--- src/rtl/muldiv_seq_if.sv ---
// Core-side bundle of the multiply/divide sequencer: operation request,
// MTHI/MTLO write port, status flags and the HI/LO register pair.
interface muldiv_seq_if #(
    parameter int WIDTH = 32
);
    // Handshake: start is a one-shot request taken only while busy is low.
    // A start seen while busy is dropped, never queued. done pulses for one
    // cycle with HI/LO already holding the result.
    logic             start;
    logic [1:0]       op;
    logic [WIDTH-1:0] A;
    logic [WIDTH-1:0] B;
    logic             hi_we;
    logic             lo_we;
    logic [WIDTH-1:0] wdata;
    logic             busy;
    logic             done;
    logic             dbz;
    logic [WIDTH-1:0] HI;
    logic [WIDTH-1:0] LO;
    logic [1:0]       dbg_state;

    modport master (
        output start, op, A, B, hi_we, lo_we, wdata,
        input  busy, done, dbz, HI, LO, dbg_state
    );

    modport slave (
        input  start, op, A, B, hi_we, lo_we, wdata,
        output busy, done, dbz, HI, LO, dbg_state
    );
endinterface

--- src/rtl/muldiv_seq.sv ---
// Iterative MULT/MULTU/DIV/DIVU unit owning HI/LO: shift-add multiply and
// restoring divide on magnitudes, with the sign applied in a final cycle.
module muldiv_seq #(
    parameter int WIDTH = 32,
    parameter int CNT_W = 6
) (
    input  logic        clk,
    input  logic        reset,
    muldiv_seq_if.slave bus
);
    typedef enum logic [1:0] {
        S_IDLE = 2'd0,
        S_RUN  = 2'd1,
        S_FIX  = 2'd2
    } state_e;

    state_e             state_q, state_d;
    logic [CNT_W-1:0]   cnt_q, cnt_d;
    logic               is_div_q, is_div_d;
    logic               sign_a_q, sign_a_d;
    logic               neg_q, neg_d;
    logic               bzero_q, bzero_d;
    logic [WIDTH-1:0]   opnd_q, opnd_d;
    logic [2*WIDTH-1:0] acc_q, acc_d;
    logic [WIDTH-1:0]   hi_q, hi_d;
    logic [WIDTH-1:0]   lo_q, lo_d;
    logic               done_q, done_d;
    logic               dbz_q, dbz_d;

    logic               sgn_a, sgn_b;
    logic [WIDTH-1:0]   mag_a, mag_b;
    logic [WIDTH:0]     mul_sum;
    logic [WIDTH:0]     rem_sh;
    logic [WIDTH:0]     trial;
    logic [2*WIDTH-1:0] mul_step, div_step;
    logic [WIDTH-1:0]   quo, rem, rem_fix;

    always_comb begin
        sgn_a = ~bus.op[0] & bus.A[WIDTH-1];
        sgn_b = ~bus.op[0] & bus.B[WIDTH-1];
        mag_a = sgn_a ? -bus.A : bus.A;
        mag_b = sgn_b ? -bus.B : bus.B;

        // Multiply: low half holds the remaining multiplier bits, high half the partial sum.
        mul_sum  = {1'b0, acc_q[2*WIDTH-1:WIDTH]} + {1'b0, opnd_q};
        mul_step = acc_q[0] ? {mul_sum, acc_q[WIDTH-1:1]}
                            : {1'b0, acc_q[2*WIDTH-1:1]};

        // Divide: high half is the remainder, low half shifts dividend out and quotient in.
        rem_sh   = {acc_q[2*WIDTH-1:WIDTH], acc_q[WIDTH-1]};
        trial    = rem_sh - {1'b0, opnd_q};
        div_step = trial[WIDTH] ? {rem_sh[WIDTH-1:0], acc_q[WIDTH-2:0], 1'b0}
                                : {trial[WIDTH-1:0],  acc_q[WIDTH-2:0], 1'b1};

        quo = acc_q[WIDTH-1:0];
        rem = acc_q[2*WIDTH-1:WIDTH];
        // With a zero divisor rem ends up as |A|, so restoring A's sign yields raw A.
        rem_fix = sign_a_q ? -rem : rem;
    end

    always_comb begin
        state_d  = state_q;
        cnt_d    = cnt_q;
        is_div_d = is_div_q;
        sign_a_d = sign_a_q;
        neg_d    = neg_q;
        bzero_d  = bzero_q;
        opnd_d   = opnd_q;
        acc_d    = acc_q;
        hi_d     = hi_q;
        lo_d     = lo_q;
        done_d   = 1'b0;
        dbz_d    = dbz_q;

        unique case (state_q)
            S_IDLE: begin
                if (bus.start) begin
                    is_div_d = bus.op[1];
                    sign_a_d = sgn_a;
                    neg_d    = sgn_a ^ sgn_b;
                    bzero_d  = (bus.B == '0);
                    opnd_d   = bus.op[1] ? mag_b : mag_a;
                    acc_d    = {{WIDTH{1'b0}}, (bus.op[1] ? mag_a : mag_b)};
                    cnt_d    = '0;
                    dbz_d    = 1'b0;
                    state_d  = S_RUN;
                end else begin
                    if (bus.hi_we) hi_d = bus.wdata;
                    if (bus.lo_we) lo_d = bus.wdata;
                end
            end
            S_RUN: begin
                acc_d = is_div_q ? div_step : mul_step;
                cnt_d = cnt_q + CNT_W'(1);
                if (cnt_q == CNT_W'(WIDTH - 1)) state_d = S_FIX;
            end
            S_FIX: begin
                if (is_div_q) begin
                    lo_d  = bzero_q ? {WIDTH{1'b1}} : (neg_q ? -quo : quo);
                    hi_d  = rem_fix;
                    dbz_d = bzero_q;
                end else begin
                    {hi_d, lo_d} = neg_q ? -acc_q : acc_q;
                end
                done_d  = 1'b1;
                state_d = S_IDLE;
            end
            default: state_d = S_IDLE;
        endcase
    end

    always_ff @(posedge clk) begin
        if (reset) begin
            state_q  <= S_IDLE;
            cnt_q    <= '0;
            is_div_q <= 1'b0;
            sign_a_q <= 1'b0;
            neg_q    <= 1'b0;
            bzero_q  <= 1'b0;
            opnd_q   <= '0;
            acc_q    <= '0;
            hi_q     <= '0;
            lo_q     <= '0;
            done_q   <= 1'b0;
            dbz_q    <= 1'b0;
        end else begin
            state_q  <= state_d;
            cnt_q    <= cnt_d;
            is_div_q <= is_div_d;
            sign_a_q <= sign_a_d;
            neg_q    <= neg_d;
            bzero_q  <= bzero_d;
            opnd_q   <= opnd_d;
            acc_q    <= acc_d;
            hi_q     <= hi_d;
            lo_q     <= lo_d;
            done_q   <= done_d;
            dbz_q    <= dbz_d;
        end
    end

    assign bus.busy      = (state_q != S_IDLE);
    assign bus.done      = done_q;
    assign bus.dbz       = dbz_q;
    assign bus.HI        = hi_q;
    assign bus.LO        = lo_q;
    assign bus.dbg_state = state_q;
endmodule

--- src/flat_wrapper.sv ---
// flat-port wrapper written by rule: the top's interface ports become plain ports
module muldiv_seq_flat 
#(
    parameter int WIDTH = 32,
    parameter int CNT_W = 6
)
  (clk, reset, bus_start, bus_op, bus_A, bus_B, bus_hi_we, bus_lo_we, bus_wdata, bus_busy, bus_done, bus_dbz, bus_HI, bus_LO, bus_dbg_state);
  muldiv_seq_if #(.WIDTH(WIDTH)) bus_i ();
  input  logic clk;
  input  logic reset;
  input wire logic [$bits(bus_i.start)-1:0] bus_start;
  input wire logic [$bits(bus_i.op)-1:0] bus_op;
  input wire logic [$bits(bus_i.A)-1:0] bus_A;
  input wire logic [$bits(bus_i.B)-1:0] bus_B;
  input wire logic [$bits(bus_i.hi_we)-1:0] bus_hi_we;
  input wire logic [$bits(bus_i.lo_we)-1:0] bus_lo_we;
  input wire logic [$bits(bus_i.wdata)-1:0] bus_wdata;
  output wire logic [$bits(bus_i.busy)-1:0] bus_busy;
  output wire logic [$bits(bus_i.done)-1:0] bus_done;
  output wire logic [$bits(bus_i.dbz)-1:0] bus_dbz;
  output wire logic [$bits(bus_i.HI)-1:0] bus_HI;
  output wire logic [$bits(bus_i.LO)-1:0] bus_LO;
  output wire logic [$bits(bus_i.dbg_state)-1:0] bus_dbg_state;
  assign bus_i.start = bus_start;
  assign bus_i.op = bus_op;
  assign bus_i.A = bus_A;
  assign bus_i.B = bus_B;
  assign bus_i.hi_we = bus_hi_we;
  assign bus_i.lo_we = bus_lo_we;
  assign bus_i.wdata = bus_wdata;
  assign bus_busy = bus_i.busy;
  assign bus_done = bus_i.done;
  assign bus_dbz = bus_i.dbz;
  assign bus_HI = bus_i.HI;
  assign bus_LO = bus_i.LO;
  assign bus_dbg_state = bus_i.dbg_state;
  muldiv_seq #(.WIDTH(WIDTH), .CNT_W(CNT_W)) u_core (.clk(clk), .reset(reset), .bus(bus_i));
endmodule
--- config.mk ---
export PLATFORM = sky130hd
export DESIGN_NAME = muldiv_seq_flat
export DESIGN_NICKNAME = d
export VERILOG_FILES = /design/src/rtl/muldiv_seq_if.sv /design/src/rtl/muldiv_seq.sv /design/src/flat_wrapper.sv
export SDC_FILE = /design/constraint.sdc
export NUM_CORES = 1
export LEC_CHECK = 0
export BUFFER_PORTS_ARGS = -buffer_cell sky130_fd_sc_hd__buf_4
export CORE_ASPECT_RATIO = 0.7
export CORE_MARGIN = 2
export CORE_UTILIZATION = 25
export DETAILED_ROUTE_END_ITERATION = 10
export SLEW_MARGIN = 20
export SYNTH_ARGS = -nofsm -noshare
export SYNTH_HDL_FRONTEND = slang
export SYNTH_SLANG_ARGS = --single-unit
--- constraint.sdc ---
create_clock -name clk -period 7.62 [get_ports clk]
set_input_delay 1.143 -clock clk [delete_from_list [all_inputs] [get_ports clk]]
set_output_delay 1.143 -clock clk [all_outputs]
set_load 0.1 [all_outputs]
Yosys cells after proc, flatten, opt, wreduce, memory -nomap -nowiden
Cells that the tools add are included.
W data, S select, Z words.
- register bits: 174
- output and inout port bits: 69
- bits of input ports: 103
- word-level logic and storage cells: 74
- muxes and demuxes: 30
- reduce and logical (&&, ||, !) cells: 11
- bitwise gates (word level): 4
- eq/ne operators: 9
- $add $sub $neg: 8
- operators with widths (cell ; count):
    $mux W32 ; 13
    $mux W64 ; 5
    $neg A32 Y32 ; 4
    $pmux W32 S2 ; 2
    $pmux W64 S2 ; 1
    $neg A64 Y64 ; 1
    $add A32 B32 Y33 ; 1
    $sub A33 B32 Y33 ; 1
    $logic_not A32 Y1 ; 1
    $pmux W6 S2 ; 1
    $reduce_and A3 Y1 ; 3
    $ne A2 B2 Y1 const B ; 4
    $add A6 B1 Y6 const B ; 1
    $eq A6 B5 Y1 const B ; 1
    $mux W6 ; 1
    $reduce_and A2 Y1 ; 3
    $reduce_bool A2 Y1 ; 3
    $mux W2 ; 2
    $ne A2 B1 Y1 const B ; 2
    $pmux W2 S2 ; 1
    $mux W1 ; 3
    $and A1 B1 Y1 ; 2
    $eq A2 B1 Y1 const B ; 1
    $eq A2 B2 Y1 const B ; 1
    4 further kinds ; 4

Logic depth before layout (Yosys ltp)
- depth after elaboration: 6
- gate-level depth with buffers: 15
- mapped depth without buffers: 12

Worst setup path before layout
No wires, ideal clock.
- kind: input-to-reg
- start: input port bus_A[14]
- end: register u_core.acc_q[29]
- required time: 7534 ps
- path buffers: 0
- cell stages on the path: 9
- library setup time: 86 ps
- arrival: 3379 ps
- slack: 4155 ps
- path through: or4_1 -> nor4_1 -> nand3_1 -> o41ai_1 -> xnor2_1 -> nor2_1 -> a211oi_1 -> a211oi_1 -> a211oi_1
- word-level cells in the longest chain between the ends: 5
- RTL lines (what ; RTL line ; text):
    start, declared ; flat_wrapper.sv:13 ; input wire logic [$bits(bus_i.A)-1:0] bus_A;
    $neg A32 Y32 ; muldiv_seq.sv:41 ; mag_a = sgn_a ? -bus.A : bus.A;
    $mux W32 ; muldiv_seq.sv:41 ;
    $mux W32 ; muldiv_seq.sv:83 ; acc_d = {{WIDTH{1'b0}}, (bus.op[1] ? mag_a : mag_b)};
    $mux W64 ; muldiv_seq.sv:77 ; if (bus.start) begin
    $pmux W64 S2 ; muldiv_seq.sv:75 ; unique case (state_q)
    end signal, assigned ; muldiv_seq.sv:121 ; acc_q <= '0;
    end signal, assigned ; muldiv_seq.sv:134 ; acc_q <= acc_d;
    end, declared ; muldiv_seq.sv:24 ; logic [2*WIDTH-1:0] acc_q, acc_d;
No other way between the ends. The select of a mux whose other input is x is not followed.
A chain may end at the register's enable or synchronous reset.

Worst setup path after layout
- start: register u_core.acc_q[56]
- end: register u_core.acc_q[57]
- word-level cells in the longest chain between the ends: 4
- elaborated cells between the ends (all ways): 6
- those cells by class: add/sub (2); mux (4)
- RTL lines (what ; RTL line ; text):
    $sub A33 B32 Y33 / $add A32 B32 Y33 (equally long branches) ; muldiv_seq.sv:51, muldiv_seq.sv:45 ;
    $mux W64 (on tied branches) ; muldiv_seq.sv:52, muldiv_seq.sv:46 ;
    $mux W64 (*) ; muldiv_seq.sv:93 ; acc_d = is_div_q ? div_step : mul_step;
    $pmux W64 S2 (*) ; muldiv_seq.sv:75 ;
Mark *: on every way between the ends. The rest lies on a longest branch, timed or not.

==> flow_summary.json <==
{
  "status": "complete, no violations",
  "max_cap_violations": 0,
  "n_fill_cell": 6550,
  "finalPower_mw": 3.17,
  "grt_usage_pct": 19.3,
  "fin_cells": 2970,
  "setup_viol": 0,
  "dp_cells": 2938,
  "synthesis.area_um2": 15200,
  "r2r_cells": 10,
  "portBuffers": 171,
  "async_flop_share_pct": 0,
  "regArea_um2": 3490,
  "gp_congestion": 0.981,
  "post-cts-setup-buffer-count": 0,
  "start_util_pct": 25.4,
  "drv_slew": 0,
  "rows": 75,
  "drt-total-wl_mm": 63.2,
  "min_period_ns": 4.33,
  "die_y_um": 210,
  "route.detailed.drc": 0,
  "cts_tree": "yes",
  "clkLatencyLatePin_ns": 0.47,
  "syn_avg_cell_area_um2": 7.37,
  "met2_length_mm": 22.4,
  "cp-end-kind": "flop",
  "synth.largest_area_cell": "dfxtp_1",
  "startpoint_type": "flop",
  "layout-drive-gt1-share_pct": 13.7,
  "fin_nets": 2323,
  "critPathRequiredTime_ns": 8.00,
  "syn-instance-count": 2066,
  "ys_types": 79,
  "tns_ns": 0,
  "path_cells": "ha_1 > nand2_1 > o21ai_0 > o41ai_1 > o211a_1 > nor3_1 > buf_4 > nor2_2 > a221oi_1 > o31ai_1",
  "top_layer_used": "met5",
  "critPathBufInv": 1,
  "grt_overflow": 0,
  "cp.depth": 10,
  "p_sw_mw": 1.33,
  "cts_sinks": 174,
  "synth_top_area_share_pct": 22.9,
  "cts-buffers-inserted": 17,
  "ant_nets": 0,
  "p_seq_share_pct": 33.7,
  "die_area_um2": 62900,
  "wirelength_met1_mm": 30.5,
  "ys.flop_type": "dfxtp_1",
  "synth_area_leaders": "dfxtp_1, a211oi_1, a21oi_1, ha_1, xnor2_1",
  "tightest_slew_ns": 1.16,
  "post-route-period-util_pct": 56.8,
  "cts.hold.buffers_added": 0,
  "dpl.hpwl_mm": 49.7,
  "antenna_found_initial": 0,
  "clk_pin_slew_worst_paths_ns": 0.08,
  "yosys_warnings": 0,
  "io-pin-count": 172,
  "post_cts_resized": 0,
  "switching_share_pct": 41.9,
  "grt_pass1_wl_mm": 93.0,
  "multiInputGateArea_um2": 10900,
  "p_clk_share_pct": 29.1,
  "synth_enable_flop_cells": 0,
  "wire_per_inst_um": 21.3,
  "vias": 16300,
  "critPathMaxFanout": 21,
  "ys_seq_area_share_pct": 22.9,
  "initialDrtViolationCount": 1670,
  "ir_worst_vdd_v": 0.000154,
  "p_per_area_nw_per_um2": 177,
  "cpPeakStageDelay_ns": 0.87,
  "grt_pass1_vias": 14300,
  "crit_type": "flop to flop",
  "rsz0062_at_grt": "no",
  "hold_viol_final": 0,
  "max_clock_freq_mhz": 231,
  "fp.dieW_um": 299,
  "antennaDiodeCount": 0,
  "worstPathArrival_ns": 4.70,
  "cts_root_buffer": "clkbuf_16",
  "skew_ns": 0.0168,
  "grt_max_degree": 95,
  "whs_path_depth": 2,
  "max_slew_margin_pct": 22.5,
  "vias_per_cell": 5.50,
  "htree_levels": 4,
  "firstDrtPassIters": 6,
  "hold_class": "flop to flop",
  "crit_path_top_delay_cell": "nor2_2",
  "dr_wl_met3_mm": 9.42,
  "core_area_um2": 60100,
  "synth-seq-cells": 174,
  "syn_to_final_growth_pct": 17.4,
  "clk_path_buf_depth": 2,
  "p_leak_nw": 7.02,
  "syn_nets": 2240,
  "comb_power_share_pct": 37.2,
  "crit_family": "compound AO/OA/AOI/OAI gates",
  "intPower_mw": 1.84
}
[stage by stage]
stage / setup WS (ns) / area, um^2 / utilization, % / hold WS, ns
2_1_floorplan: 4.16 / 15200 / - / 0.444
6_report: 3.29 / 17900 / 29.8 / 0.485
4_1_cts: 3.44 / 17900 / 29.8 / 0.482
3_3_place_gp: 3.50 / 17300 / 28.8 / 0.465
3_5_place_dp: 3.45 / 17300 / 28.8 / 0.472
5_1_grt: 3.10 / 17900 / 29.8 / 0.503
[sequential cells by signal, indices dropped and copies added (netlist names), 2 cells and up]
signal and count:
u_core.opnd_q 32, u_core.acc_q 64, u_core.bus.dbg_state 2, u_core.bus.LO 32, u_core.bus.HI 32, u_core.cnt_q 6
[worst paths after layout]
path / to / from / slack [ns]
setup reg to reg: u_core.acc_q[57] / u_core.acc_q[56] / 3.29
hold reg to reg: u_core.opnd_q[3] / u_core.opnd_q[3] / 0.49
setup / recovery: u_core.acc_q[57] / u_core.acc_q[56] / 3.29
hold / removal: u_core.opnd_q[3] / u_core.opnd_q[3] / 0.49
[power groups by stage]
stage / registers, mW / logic [mW] / clock network [mW]
2_1_floorplan: 1.16 / 0.702 / 0
3_3_place_gp: 1.08 / 1.16 / 0
3_5_place_dp: 1.08 / 1.15 / 0
4_1_cts: 1.06 / 1.15 / 0.929
5_1_grt: 1.07 / 1.27 / 0.965
6_report: 1.07 / 1.18 / 0.922
[cells by family (layout without fill, tap and decap cells)]
logic type      Yosys count  count (layout)  share of synthesized area (%)
buf+inv                 219             315                           5.60
simple gates            649             649                           19.8
mux                      89              89                           5.96
xor+xnor                166             166                           9.55
compound gates          698             698                           30.3
fa+ha+maj                71              71                           5.93
flops                   174             174                           22.9
[cell usage after synthesis (11+ instances only)]
cell type    n
a211oi_1   135
a21o_1      25
a21oi_1    179
a311oi_1    24
a31oi_1     23
and3_1      13
buf_1       22
clkbuf_1   116
dfxtp_1    174
ha_1        69
inv_1       70
mux2_2      13
mux2i_1     76
nand2_1    205
nand2b_1    17
nand3_1     36
nor2_1     211
nor2b_1     20
nor3_1      42
nor4_1      13
o211ai_1    40
o21ai_0    127
o31ai_1     35
o41ai_1     14
or3_1       35
or4_1       11
xnor2_1     93
xor2_1      73
[final cells by class]
class	count	area share, %
multi-input combinational	1673	61.2
sequential	174	19.5
timing repair buffer	212	8.90
tap	808	5.65
clock buffer	18	2.46
inverter	71	1.49
clock inverter	14	0.847
[worst register-to-register path: cells and delay by family (launching register included)]
kind	cells	cell delay (ns)
compound gates	5	1.76
flops	1	0.75
fa+ha+maj	1	0.41
buf+inv	1	0.19
simple gates	3	1.11
[metal layers]
layer	vias to the layer above	global-route usage (%)
met4	2	3.71
met5	-	1.08
met1	7659	29.8
met3	52	8.90
met2	860	23.4
li1	7752	-
[layout by cell type (no fill, tap or decap), types with 25 or more instances in the layout]
cell type	n
xor2_1	73
o31ai_1	35
nor3_1	42
inv_1	70
buf_4	212
mux2i_1	76
a21o_1	25
ha_1	69
a21oi_1	179
or3_1	35
nand3_1	36
nand2_1	204
xnor2_1	93
o211ai_1	40
o21ai_0	127
dfxtp_1	173
a211oi_1	135
nor2_1	206
Note: power is estimated with default switching activity, not from simulation.
